**config.mk**
```make
export PLATFORM = sky130hd
export DESIGN_NAME = dma_job_scheduler_flat
export DESIGN_NICKNAME = d
export VERILOG_FILES = /design/src/rtl/dma_job_scheduler_if.sv /design/src/rtl/dma_job_scheduler.sv /design/src/flat_wrapper.sv
export SDC_FILE = /design/constraint.sdc
export NUM_CORES = 1
export LEC_CHECK = 0
export CAP_MARGIN = 0
export CORE_UTILIZATION = 50
export DETAILED_ROUTE_END_ITERATION = 10
export PLACE_DENSITY = 0.74
export SKIP_LAST_GASP = 1
export SYNTH_ARGS = -nofsm -noshare
export SYNTH_HDL_FRONTEND = slang
export SYNTH_SLANG_ARGS = --single-unit
```
**constraint.sdc**
```tcl
create_clock -name clock -period 15.12 [get_ports clock]
set_clock_uncertainty 0.15 [all_clocks]
set_input_delay 3.024 -clock clock [delete_from_list [all_inputs] [get_ports clock]]
set_output_delay 3.024 -clock clock [all_outputs]
set_load 0.01 [all_outputs]
```
**src/rtl/dma_job_scheduler_if.sv**
```systemverilog
// Custom-instruction (CI) bus used on both sides of the DMA job scheduler.
// master drives a command; slave answers with done/result.
interface dma_job_scheduler_if;
  logic        start;
  logic [7:0]  ciN;
  logic [31:0] valueA;
  logic [31:0] valueB;
  logic        done;
  logic [31:0] result;

  modport master (output start, ciN, valueA, valueB, input done, result);
  modport slave  (input start, ciN, valueA, valueB, output done, result);
endinterface

```
**src/rtl/dma_job_scheduler.sv**
```systemverilog
// CI job queue that programs, launches and polls a DMA CI block on the CPU's behalf.
// Optional macro DMA_SCHED_IRQ_EN adds an irq port pulsing once per completed job.
module dma_job_scheduler #(
  parameter logic [7:0] customId = 8'h00,
  parameter logic [7:0] dmaCiId  = 8'h00,
  parameter int         DEPTH    = 4
) (
  input  logic                clock,
  input  logic                reset,
  dma_job_scheduler_if.slave  cpu,
  dma_job_scheduler_if.master dma
`ifdef DMA_SCHED_IRQ_EN
  ,
  output logic                irq
`endif
);

  localparam int AW = $clog2(DEPTH);
  localparam int CW = AW + 1;

  typedef struct packed {
    logic [31:0] bus;
    logic [8:0]  mem;
    logic [9:0]  blk;
    logic [7:0]  burst;
    logic        dir;
  } job_t;

  typedef struct packed {
    logic        start;
    logic [31:0] va;
    logic [31:0] vb;
  } dma_out_t;

  typedef enum logic [2:0] {
    IDLE, W_BUS, W_MEM, W_BLK, W_BURST, W_CTRL, SETTLE, POLL
  } state_e;

  state_e      state_r;
  job_t        job_r;
  dma_out_t    dma_out_r;
  logic [1:0]  settle_r;
  logic [31:0] stg_bus_r;
  logic [8:0]  stg_mem_r;
  logic [9:0]  stg_blk_r;
  logic [7:0]  stg_burst_r;
  job_t        fifo_mem_r [DEPTH];
  logic [AW-1:0] wr_ptr_r;
  logic [AW-1:0] rd_ptr_r;
  logic [CW-1:0] fifo_cnt_r;
  logic [7:0]  cmp_cnt_r;
  logic [7:0]  err_cnt_r;
  logic        last_err_r;

  logic        active_s;
  logic [3:0]  op_s;
  logic        push_ok_s;
  logic        pop_s;
  logic        flush_s;
  logic        clr_s;
  logic        comp_s;
  logic        comp_ok_s;
  logic        comp_err_s;
  job_t        head_s;
  logic [31:0] status_s;
  logic        unused_s;

  function automatic logic [31:0] va_f(input logic [2:0] sel, input logic wr);
    return {19'd0, sel, wr, 9'd0};
  endfunction

  // Downstream CI drive for a given state; IDLE and SETTLE leave the port quiet.
  function automatic dma_out_t drive_f(input state_e s, input job_t j);
    dma_out_t o;
    o = {65{1'b0}};
    case (s)
      W_BUS:   o = {1'b1, va_f(3'd1, 1'b1), j.bus};
      W_MEM:   o = {1'b1, va_f(3'd2, 1'b1), 23'd0, j.mem};
      W_BLK:   o = {1'b1, va_f(3'd3, 1'b1), 22'd0, j.blk};
      W_BURST: o = {1'b1, va_f(3'd4, 1'b1), 24'd0, j.burst};
      W_CTRL:  o = {1'b1, va_f(3'd5, 1'b1), 30'd0, j.dir, ~j.dir};
      POLL:    o = {1'b1, va_f(3'd5, 1'b0), 32'd0};
      default: o = {65{1'b0}};
    endcase
    return o;
  endfunction

  assign active_s   = cpu.start & (cpu.ciN == customId);
  assign op_s       = cpu.valueA[3:0];
  assign push_ok_s  = active_s & (op_s == 4'd4) & (fifo_cnt_r != CW'(DEPTH)) & (stg_blk_r != 10'd0);
  assign clr_s      = active_s & (op_s == 4'd6);
  assign flush_s    = active_s & (op_s == 4'd7);
  assign pop_s      = (state_r == IDLE) & (fifo_cnt_r != {CW{1'b0}});
  assign comp_s     = (state_r == POLL) & dma.done & ~dma.result[0];
  assign comp_ok_s  = comp_s & ~dma.result[1];
  assign comp_err_s = comp_s & dma.result[1];
  assign head_s     = fifo_mem_r[rd_ptr_r];
  assign status_s   = {7'd0, last_err_r, err_cnt_r, cmp_cnt_r, 7'(fifo_cnt_r), (state_r != IDLE)};
  assign unused_s   = ^{cpu.valueA[31:4], dma.result[31:2]};

  assign dma.start  = dma_out_r.start;
  assign dma.ciN    = dmaCiId;
  assign dma.valueA = dma_out_r.va;
  assign dma.valueB = dma_out_r.vb;

  // Upstream answers in the same cycle it is addressed.
  always_comb begin
    cpu.done   = active_s;
    cpu.result = 32'd0;
    if (active_s) begin
      case (op_s)
        4'd4:    cpu.result = {31'd0, push_ok_s};
        4'd5:    cpu.result = status_s;
        default: cpu.result = 32'd0;
      endcase
    end else begin
      cpu.result = 32'd0;
    end
  end

  // Staging registers; they survive a push so repeated pushes reuse them.
  always_ff @(posedge clock) begin
    if (!reset) begin
      stg_bus_r   <= 32'd0;
      stg_mem_r   <= 9'd0;
      stg_blk_r   <= 10'd0;
      stg_burst_r <= 8'd0;
    end else if (active_s) begin
      case (op_s)
        4'd0:    stg_bus_r   <= cpu.valueB;
        4'd1:    stg_mem_r   <= cpu.valueB[8:0];
        4'd2:    stg_blk_r   <= cpu.valueB[9:0];
        4'd3:    stg_burst_r <= cpu.valueB[7:0];
        default: stg_bus_r   <= stg_bus_r;
      endcase
    end
  end

  // Job storage.
  always_ff @(posedge clock) begin
    if (push_ok_s) begin
      fifo_mem_r[wr_ptr_r] <= {stg_bus_r, stg_mem_r, stg_blk_r, stg_burst_r, cpu.valueB[0]};
    end
  end

  // Queue pointers; a flush drops everything not already popped this cycle.
  always_ff @(posedge clock) begin
    if (!reset) begin
      wr_ptr_r   <= {AW{1'b0}};
      rd_ptr_r   <= {AW{1'b0}};
      fifo_cnt_r <= {CW{1'b0}};
    end else if (flush_s) begin
      rd_ptr_r   <= rd_ptr_r + AW'(pop_s);
      wr_ptr_r   <= rd_ptr_r + AW'(pop_s);
      fifo_cnt_r <= {CW{1'b0}};
    end else begin
      wr_ptr_r   <= wr_ptr_r + AW'(push_ok_s);
      rd_ptr_r   <= rd_ptr_r + AW'(pop_s);
      fifo_cnt_r <= fifo_cnt_r + CW'(push_ok_s) - CW'(pop_s);
    end
  end

  // Job sequencer; downstream outputs are registered alongside the state.
  always_ff @(posedge clock) begin
    if (!reset) begin
      state_r   <= IDLE;
      job_r     <= {60{1'b0}};
      settle_r  <= 2'd0;
      dma_out_r <= {65{1'b0}};
    end else begin
      case (state_r)
        IDLE: if (pop_s) begin
          job_r     <= head_s;
          state_r   <= W_BUS;
          dma_out_r <= drive_f(W_BUS, head_s);
        end
        W_BUS: if (dma.done) begin
          state_r   <= W_MEM;
          dma_out_r <= drive_f(W_MEM, job_r);
        end
        W_MEM: if (dma.done) begin
          state_r   <= W_BLK;
          dma_out_r <= drive_f(W_BLK, job_r);
        end
        W_BLK: if (dma.done) begin
          state_r   <= W_BURST;
          dma_out_r <= drive_f(W_BURST, job_r);
        end
        W_BURST: if (dma.done) begin
          state_r   <= W_CTRL;
          dma_out_r <= drive_f(W_CTRL, job_r);
        end
        W_CTRL: if (dma.done) begin
          state_r   <= SETTLE;
          settle_r  <= 2'd0;
          dma_out_r <= drive_f(SETTLE, job_r);
        end
        SETTLE: if (settle_r == 2'd2) begin
          state_r   <= POLL;
          dma_out_r <= drive_f(POLL, job_r);
        end else begin
          settle_r  <= settle_r + 2'd1;
        end
        POLL: if (comp_s) begin
          state_r   <= IDLE;
          dma_out_r <= drive_f(IDLE, job_r);
        end
        default: begin
          state_r   <= IDLE;
          dma_out_r <= {65{1'b0}};
        end
      endcase
    end
  end

  // Completion statistics; a clear in the completion cycle lands before the increment.
  always_ff @(posedge clock) begin
    if (!reset) begin
      cmp_cnt_r  <= 8'd0;
      err_cnt_r  <= 8'd0;
      last_err_r <= 1'b0;
    end else begin
      cmp_cnt_r <= (clr_s ? 8'd0 : cmp_cnt_r) + {7'd0, comp_ok_s};
      err_cnt_r <= (clr_s ? 8'd0 : err_cnt_r) + {7'd0, comp_err_s};
      if (comp_s) begin
        last_err_r <= dma.result[1];
      end else if (clr_s) begin
        last_err_r <= 1'b0;
      end
    end
  end

`ifdef DMA_SCHED_IRQ_EN
  logic irq_r;

  // One-cycle pulse following each completion.
  always_ff @(posedge clock) begin
    if (!reset) begin
      irq_r <= 1'b0;
    end else begin
      irq_r <= comp_s;
    end
  end

  assign irq = irq_r;
`endif

endmodule

```
**src/flat_wrapper.sv**
```systemverilog
// flat-port wrapper written by rule: the top's interface ports become plain ports
module dma_job_scheduler_flat 
#(
  parameter logic [7:0] customId = 8'h00,
  parameter logic [7:0] dmaCiId  = 8'h00,
  parameter int         DEPTH    = 4
)
  (clock, reset, cpu_start, cpu_ciN, cpu_valueA, cpu_valueB, cpu_done, cpu_result, dma_start, dma_ciN, dma_valueA, dma_valueB, dma_done, dma_result);
  dma_job_scheduler_if cpu_i ();
  dma_job_scheduler_if dma_i ();
  input  logic clock;
  input  logic reset;
  input wire logic [$bits(cpu_i.start)-1:0] cpu_start;
  input wire logic [$bits(cpu_i.ciN)-1:0] cpu_ciN;
  input wire logic [$bits(cpu_i.valueA)-1:0] cpu_valueA;
  input wire logic [$bits(cpu_i.valueB)-1:0] cpu_valueB;
  output wire logic [$bits(cpu_i.done)-1:0] cpu_done;
  output wire logic [$bits(cpu_i.result)-1:0] cpu_result;
  output wire logic [$bits(dma_i.start)-1:0] dma_start;
  output wire logic [$bits(dma_i.ciN)-1:0] dma_ciN;
  output wire logic [$bits(dma_i.valueA)-1:0] dma_valueA;
  output wire logic [$bits(dma_i.valueB)-1:0] dma_valueB;
  input wire logic [$bits(dma_i.done)-1:0] dma_done;
  input wire logic [$bits(dma_i.result)-1:0] dma_result;
  assign cpu_i.start = cpu_start;
  assign cpu_i.ciN = cpu_ciN;
  assign cpu_i.valueA = cpu_valueA;
  assign cpu_i.valueB = cpu_valueB;
  assign cpu_done = cpu_i.done;
  assign cpu_result = cpu_i.result;
  assign dma_start = dma_i.start;
  assign dma_ciN = dma_i.ciN;
  assign dma_valueA = dma_i.valueA;
  assign dma_valueB = dma_i.valueB;
  assign dma_i.done = dma_done;
  assign dma_i.result = dma_result;
  dma_job_scheduler #(.customId(customId), .dmaCiId(dmaCiId), .DEPTH(DEPTH)) u_core (.clock(clock), .reset(reset), .cpu(cpu_i), .dma(dma_i));
endmodule
```
==> key figures, run 1 <==
Power
  • Seq pwr share: around 42%
  • Max VDD drop: between 0.00008 and 0.00009 V
  • Design internal power: about 2.2 mW
  • Combinational fraction of design power: 24.2%
  • Power share of the clock group: approximately a third
  • Net switching power: ~0.87 mW
  • Switching share of total power: 28.4%
  • Post-layout power: 3.05 mW
  • Power per Cell Area: roughly 170 nW/um^2
  • Static leakage: 6.11 nW

Setup path
  • Arr. time, crit path: about 5.6 ns
  • Reg2Reg Depth: 12
  • Internal reg-to-reg setup slack: 10.85 ns
  • Worst setup SP type: input port
  • Crit Path Class: input port to primary output
  • Crit end category: primary output
  • R2r startpoint: u_core.state_r[1]
  • Worst Path Max Fanout: 16
  • Critical Path RT: ~12 ns
  • Terminus of the critical flop-to-flop path: u_core.fifo_cnt_r[2]

Timing
  • Worst-Margin Slew: 1.16 ns
  • Final hold slack: slightly above 0.3 ns
  • Final Setup Violations: 0
  • RSZ-0062 raised after global routing: false
  • Final period utilization: between 50 and 60%
  • Slew Limit Headroom: 22.6%
  • Setup ws final: around 6.4 ns
  • Slew Limit Fails: 0
  • Final worst path period need: 8.75 ns
  • Final hold vios: 0
  • Total negative slack: 0 ns
  • Fmax: between 100 and 150 MHz

Route
  • Final antenna-violating net count: 0
  • Iteration-0 DRC Markers: between 600 and 700
  • Pre-antenna DRT Iters: 5
  • Drt total wl: ~33000 microns
  • Vias/cell: 5.58
  • Residual DRC count: 0
  • Wire length per cell: roughly 19 microns
  • DR vias: about 9400

Floorplan
  • Die ar.: around 32000 sq um
  • FP Rows: 64
  • Die width: 179 microns
  • DIE HEIGHT: 179 microns
  • # IOs: approximately 210
  • Starting Density: about half
  • CORE AREA: around 31000 sq um

Layout
  • Post-route cell area: 18200 sq um
  • Area growth syn-to-layout: 16.7%
  • Most frequent cells in the layout: 240 x edfxtp_1, 167 x nand2_1, 151 x dfxtp_1
  • Final core utilization: roughly 60%
  • Filler cells: about 2300
  • Commonest non-fill, non-tap cell in the layout: edfxtp_1
  • Final nets: approximately 1400
  • Post-route insts no fill: about 1700
  • Share of layout cells above drive strength 1: roughly an eighth
  • Diode count: 0

Clock network
  • Num Clock Sinks: ~390
  • Resize count post-CTS: 0
  • CTS Buf Count: 38
  • Clock slew at reported path FFs: 0.06 ns
  • CTS tree: done
  • Skew-Pair Late Insertion Delay: roughly 0.52 ns
  • H-Tree Depth: 2
  • Post CTS Setup Buffer Count: 0
  • Clock tree buffer depth: 3
  • Root Driver: clkbuf_16
  • Hold Buf Count CTS: 0

Synthesis
  • Synth Area per Inst: about 13 sq um
  • Post-synthesis cell type count: 63
  • Post-synthesis sequential area ratio: between 60% and 70%
  • Compound-Gate Fraction of Synth Area: approximately 6.0%
  • Synth Area in Adders: less than 1%
  • Simple-Gate Fraction of Synth Area: 10.4%
  • Post-synth EDFFs: 240
  • Synth Cell Area: between 15000 and 20000 sq um
  • Post-Synth XOR/XNOR Area: 0.899%
  • Syn. warnings: 0
  • Mux share of post-synthesis cell area: approximately 11%
  • Seq cells post-synth: just under 400
  • Main flop type after synthesis: edfxtp_1
  • Main combinational cell family by area after synthesis: multiplexers
  • Share of synthesized registers carrying an async set or reset: 0%
  • Mapped Cells: roughly 1200

Placement
  • DP Worst Slack: ~6.3 ns
  • GPL Wtd Cong: slightly below 0.8
  • Inst Count DP: approximately 1600
  • Placement Cell Area: 16800 sq um
  • Hpwl dp: between 15000 and 20000 microns
  • # port buffers: approximately 110

Min path
  • Worst min path class: register to register
  • Hold Crit Start: u_core.job_r[15]
  • WHS Endpoint: u_core.job_r[15]
  • Hold depth: 2

Global routing
  • Met2 Track Usage GR: a little over a third
  • GRT met1 Usage: around 27%
  • Initial antenna violation count: 0
  • First-pass GRT wire length: between 50000 and 60000 microns
  • GR Overflow Total: 0
  • Most Crowded Layer GR: met2
  • M3 GR Usage: 3.03%
  • Gr usage total: between 20% and 30%
  • Number of global-route vias before repair: about 9200
  • Largest net degree at the start of global routing: 82

Run status
  • Outcome: finished, final reports clean

Flow run
  • Max-Cap Viols: 0
==> layout make-up <==
cell class	instances	area [sq um]	share of cell area, %
timing repair buffer	124	1200	6.60
sequential	393	10300	56.5
tap	396	495	2.72
multi-input combinational	683	4790	26.3
clock inverter	26	352	1.93
clock buffer	43	1020	5.61
inverter	15	58.8	0.323
==> cell usage after synthesis (3+ instances only) <==
library cell	count	share of area (%)
ha_1	9	0.72
o22ai_1	4	0.16
and2_1	24	0.96
xor2_1	9	0.51
and3_1	4	0.16
dfxtp_1	153	20
buf_2	23	0.74
nor2_1	55	1.3
buf_4	50	2.4
o21ai_0	35	1.1
or3_1	25	1.0
nand3b_1	6	0.29
nand2b_1	3	0.12
edfxtp_1	240	46
mux4_2	58	8.4
nand4_1	14	0.56
a21oi_1	100	3.2
xnor2_1	7	0.39
nand3_1	12	0.39
nand2_1	167	4.0
clkbuf_1	39	0.94
inv_1	14	0.34
nor3_1	6	0.19
a311oi_1	6	0.34
mux2i_1	42	2.7
nor4_1	6	0.24
nor3b_1	5	0.24
==> logic make-up (layout without fill, tap and decap cells) <==
kind of cell               after synthesis  in the layout
AOI/OAI and AO/OA                      167            167
xor gates and xnor gates                16             16
adders and majority gates               10             10
buffers and inverters                  133            208
DFF                                    393            393
muxes                                  102            102
other                                    1             47
and+or+nand+nor                        341            341
==> worst max-delay path, stage by stage <==
cell and delay, ns:
clkdlybuf4s50_1 0.44, nor4_4 0.49, nand3_1 0.30, nor3_2 0.57, and2_1 0.21, clkdlybuf4s50_1 0.54
==> how the worst max path moves through the flow <==
stage                     from                      end  slack [ns]  depth (start not counted)
floorplan           cpu_ciN[1]  u_core.fifo_mem_r[1][0]        5.93                          5
global placement    cpu_ciN[1]           cpu_result[22]        6.41                          6
detailed placement  cpu_ciN[1]           cpu_result[23]        6.31                          6
CTS                 cpu_ciN[1]           cpu_result[23]        6.31                          6
global route        cpu_ciN[1]           cpu_result[23]        6.16                          6
finish              cpu_ciN[1]           cpu_result[23]        6.37                          6
==> sequential cells by signal, summed over array words and instances, names as in the netlist <==
register / count
u_core.dma.valueA: 4
u_core.settle_r: 2
u_core.err_cnt_r: 8
u_core.stg_mem_r: 9
u_core.cmp_cnt_r: 8
u_core.dma.valueB: 32
u_core.dma.start: 1
u_core.stg_bus_r: 32
u_core.stg_blk_r: 10
u_core.job_r: 28
u_core.state_r: 3
u_core.rd_ptr_r: 2
u_core.stg_burst_r: 8
u_core.fifo_mem_r: 240
u_core.last_err_r: 1
u_core.wr_ptr_r: 2
u_core.fifo_cnt_r: 3
==> power by group through the flow <==
stage	clock, mW	combinational (mW)	sequential, mW
2_1_floorplan	0	0.507	1.28
6_report	1.02	0.739	1.29
5_1_grt	1.08	0.805	1.30
3_3_place_gp	0	0.730	1.31
3_5_place_dp	0	0.735	1.31
4_1_cts	1.04	0.744	1.29
==> layer usage <==
metal	share of wire [%]	wire, microns
met5	0	0
met4	2.4	778
met3	6.2	2020
met2	50	16200
met1	42	13700
Note: power is estimated with default switching activity, not from simulation.
==> run 2: changes to the inputs <==
- clock period: 15.12 -> 9.06 ns (I/O delays scaled with it)
==> run 2 against run 1 <==
Sequential cell count did not move. Critical path type unchanged. Combinational power rose by 68%. Global-route usage rose by 0.33 points. Largest power group unchanged.
==> key figures, run 2 (synthesis results as in run 1) <==
Layout
  • Max reg flops: 240 (unchanged)
  • Filler cells: 2348 (+0.95%)
  • Area growth syn-to-layout: 15.2%
  • Share of layout cells above drive strength 1: 11.0% (-1.1 points)
  • Commonest non-fill, non-tap cell in the layout: edfxtp_1
  • Register area: 10300 sq um (unchanged)
  • Post-route insts no fill: 1676 (-0.24%)
  • Final core utilization: 58.6% (-0.72 points)
  • Final nets: 1373 (unchanged)
  • Largest reg by FF count: u_core.fifo_mem_r
  • Multi-input gate area: 4790 sq um (unchanged)
  • Most frequent cells in the layout: 240 x edfxtp_1, 167 x nand2_1, 151 x dfxtp_1
  • Diode count: 0 (unchanged)

Placement
  • Inst Count DP: 1611 (unchanged)
  • # port buffers: 108 (unchanged)
  • Hpwl dp: 18900 microns (+1.9%)
  • GPL Wtd Cong: 0.804 (+1.3%)

Clock network
  • H-Tree Depth: 2 (unchanged)
  • Root Driver: clkbuf_16
  • Resize count post-CTS: 0 (unchanged)
  • Skew-Pair Late Insertion Delay: 0.52 ns (about the same)
  • Clock tree buffer depth: 3 (unchanged)
  • Post CTS Setup Buffer Count: 0 (unchanged)
  • Hold Buf Count CTS: 0 (unchanged)
  • CTS tree: done
  • Clock slew at reported path FFs: 0.06 ns (about the same)
  • CTS Buf Count: 38 (unchanged)
  • Num Clock Sinks: 393 (unchanged)

Setup path
  • Critical Path RT: 7.10 ns (-4.85 ns)
  • Worst Path Buf+Inv: 2 (unchanged)
  • Reg2Reg Depth: 10 (-2)
  • Crit path cell chain: clkdlybuf4s50_1 > nor4_4 > nand3_1 > nor3_2 > and2_1 > clkdlybuf4s50_1
  • Slowest CP cell: nor3_2
  • Crit end category: primary output
  • Crit Path Class: input port to primary output
  • Worst path depth: 6 (unchanged)
  • Internal reg-to-reg setup slack: 5.02 ns (-5.83 ns)
  • Arr. time, crit path: 4.40 ns (-1.18 ns)
  • Worst Path Max Fanout: 16 (unchanged)
  • Worst setup SP type: input port
  • Crit-path leading delay family: simple AND/OR/NAND/NOR gates
  • Worst path most repeated cell: clkdlybuf4s50_1
  • Worst path max stage delay: 0.57 ns (about the same)

Flow run
  • Max-Cap Viols: 0 (unchanged)

Route
  • Final antenna-violating net count: 0 (unchanged)
  • Pre-antenna DRT Iters: 5 (unchanged)
  • Wire length per cell: 19.7 microns (+1.5%)
  • Iteration-0 DRC Markers: 671 (-3.7%)
  • Drt total wl: 33000 microns (+1.2%)
  • Vias/cell: 5.60 (+0.48%)
  • DR vias: 9390 (+0.25%)
  • Residual DRC count: 0 (unchanged)

Floorplan
  • Starting Density: 50.8% (unchanged)
  • FP Rows: 64 (unchanged)
  • DIE HEIGHT: 179 microns (unchanged)
  • Die width: 179 microns (unchanged)
  • Die ar.: 31900 sq um (unchanged)
  • # IOs: 214 (unchanged)
  • CORE AREA: 30700 sq um (unchanged)

Timing
  • Final Setup Violations: 0 (unchanged)
  • Fmax: around 160 MHz
  • Final hold vios: 0 (unchanged)
  • Slew Limit Fails: 0 (unchanged)
  • Final worst path period need: 6.36 ns
  • Slew Limit Headroom: 22.2% (-0.35 points)
  • Total negative slack: 0 ns (unchanged)
  • RSZ-0062 raised after global routing: false
  • Final period utilization: a little over two thirds
  • Worst-Margin Slew: 1.16 ns (+0.00516 ns)
  • Final hold slack: 0.307 ns (+0.00178 ns)

Global routing
  • GR Overflow Total: 0 (unchanged)
  • Number of global-route vias before repair: 9279 (+0.61%)
  • Initial antenna violation count: 1 (+1)
  • Largest net degree at the start of global routing: 85 (+3.7%)
  • Gr usage total: 21.2% (+0.33 points)
  • First-pass GRT wire length: 51100 microns (+1.1%)

Run status
  • Outcome: finished, final reports clean

Power
  • Max VDD drop: 0.000133 V (+60%)
  • Post-layout power: 4.87 mW (+59%)
  • Power per Cell Area: 271 nW/um^2 (+61%)
  • Static leakage: 6.01 nW (-1.6%)

Min path
  • Hold depth: 2 (unchanged)
  • Worst min path class: register to register
## run 2: cell count changes in the layout (fill, tap and decap cells not counted)
cell	delta
clkbuf_1	+9
clkinvlp_4	-4
clkinv_1	+1
clkinv_2	-1
bufinv_16	-7
clkbuf_8	+1
clkinv_4	-3
## run 2: routing by layer
| metal | routed length [microns] | GRT usage (%) | part of all wire (%) | vias to the layer above |
|---|---|---|---|---|
| li1 | - | - | - | 4359 |
| met5 | 13 | 0 | 0.039 | - |
| met2 | 16400 | 36.5 | 50 | 312 |
| met1 | 14000 | 27.3 | 42 | 4662 |
| met3 | 1700 | 3.11 | 5.1 | 55 |
| met4 | 896 | 7.52 | 2.7 | 2 |
## run 2: worst register-to-register path, cell delays in order, from the launching register on
cell and delay, ns:
dfxtp_1 0.89, nor3_2 0.31, or2b_1 1.01, inv_1 0.17, ha_1 0.34, inv_1 0.04, ha_1 0.20, fa_1 0.39
xor2_1 0.16, xnor2_1 0.12, and3_1 0.17
## run 2: metrics by stage
stage                     area (sq um)  setup WS (ns)
final                            18000           2.70
after global routing             18000           2.53
after CTS                        18000           2.69
after detailed placement         16800           2.69
after global placement           16800           2.79
after floorplan                  15800           1.08
## run 2: worst paths after layout
kind / start / endpoint
worst min-delay path: u_core.job_r[13] / u_core.job_r[13]
worst max register to register: u_core.state_r[1] / u_core.fifo_cnt_r[2]
worst min register to register: u_core.job_r[13] / u_core.job_r[13]
worst max-delay path: cpu_ciN[1] / cpu_result[19]
## run 2: final cells by class
| type | instances | share of cell area [%] |
|---|---|---|
| Tap cell | 396 | 2.76 |
| Clock inverter | 12 | 0.466 |
| Inverter | 15 | 0.327 |
| Sequential cell | 393 | 57.2 |
| Timing Repair Buffer | 124 | 6.68 |
| Clock buffer | 53 | 5.95 |
| Multi-Input combinational cell | 683 | 26.6 |
## run 2: power breakdown
part | internal (mW) | leakage, nW | switching, mW | total, mW
combinational | 0.570 | 2.26 | 0.674 | 1.24
clock | 0.849 | 0.570 | 0.626 | 1.48
sequential | 2.03 | 3.19 | 0.115 | 2.15
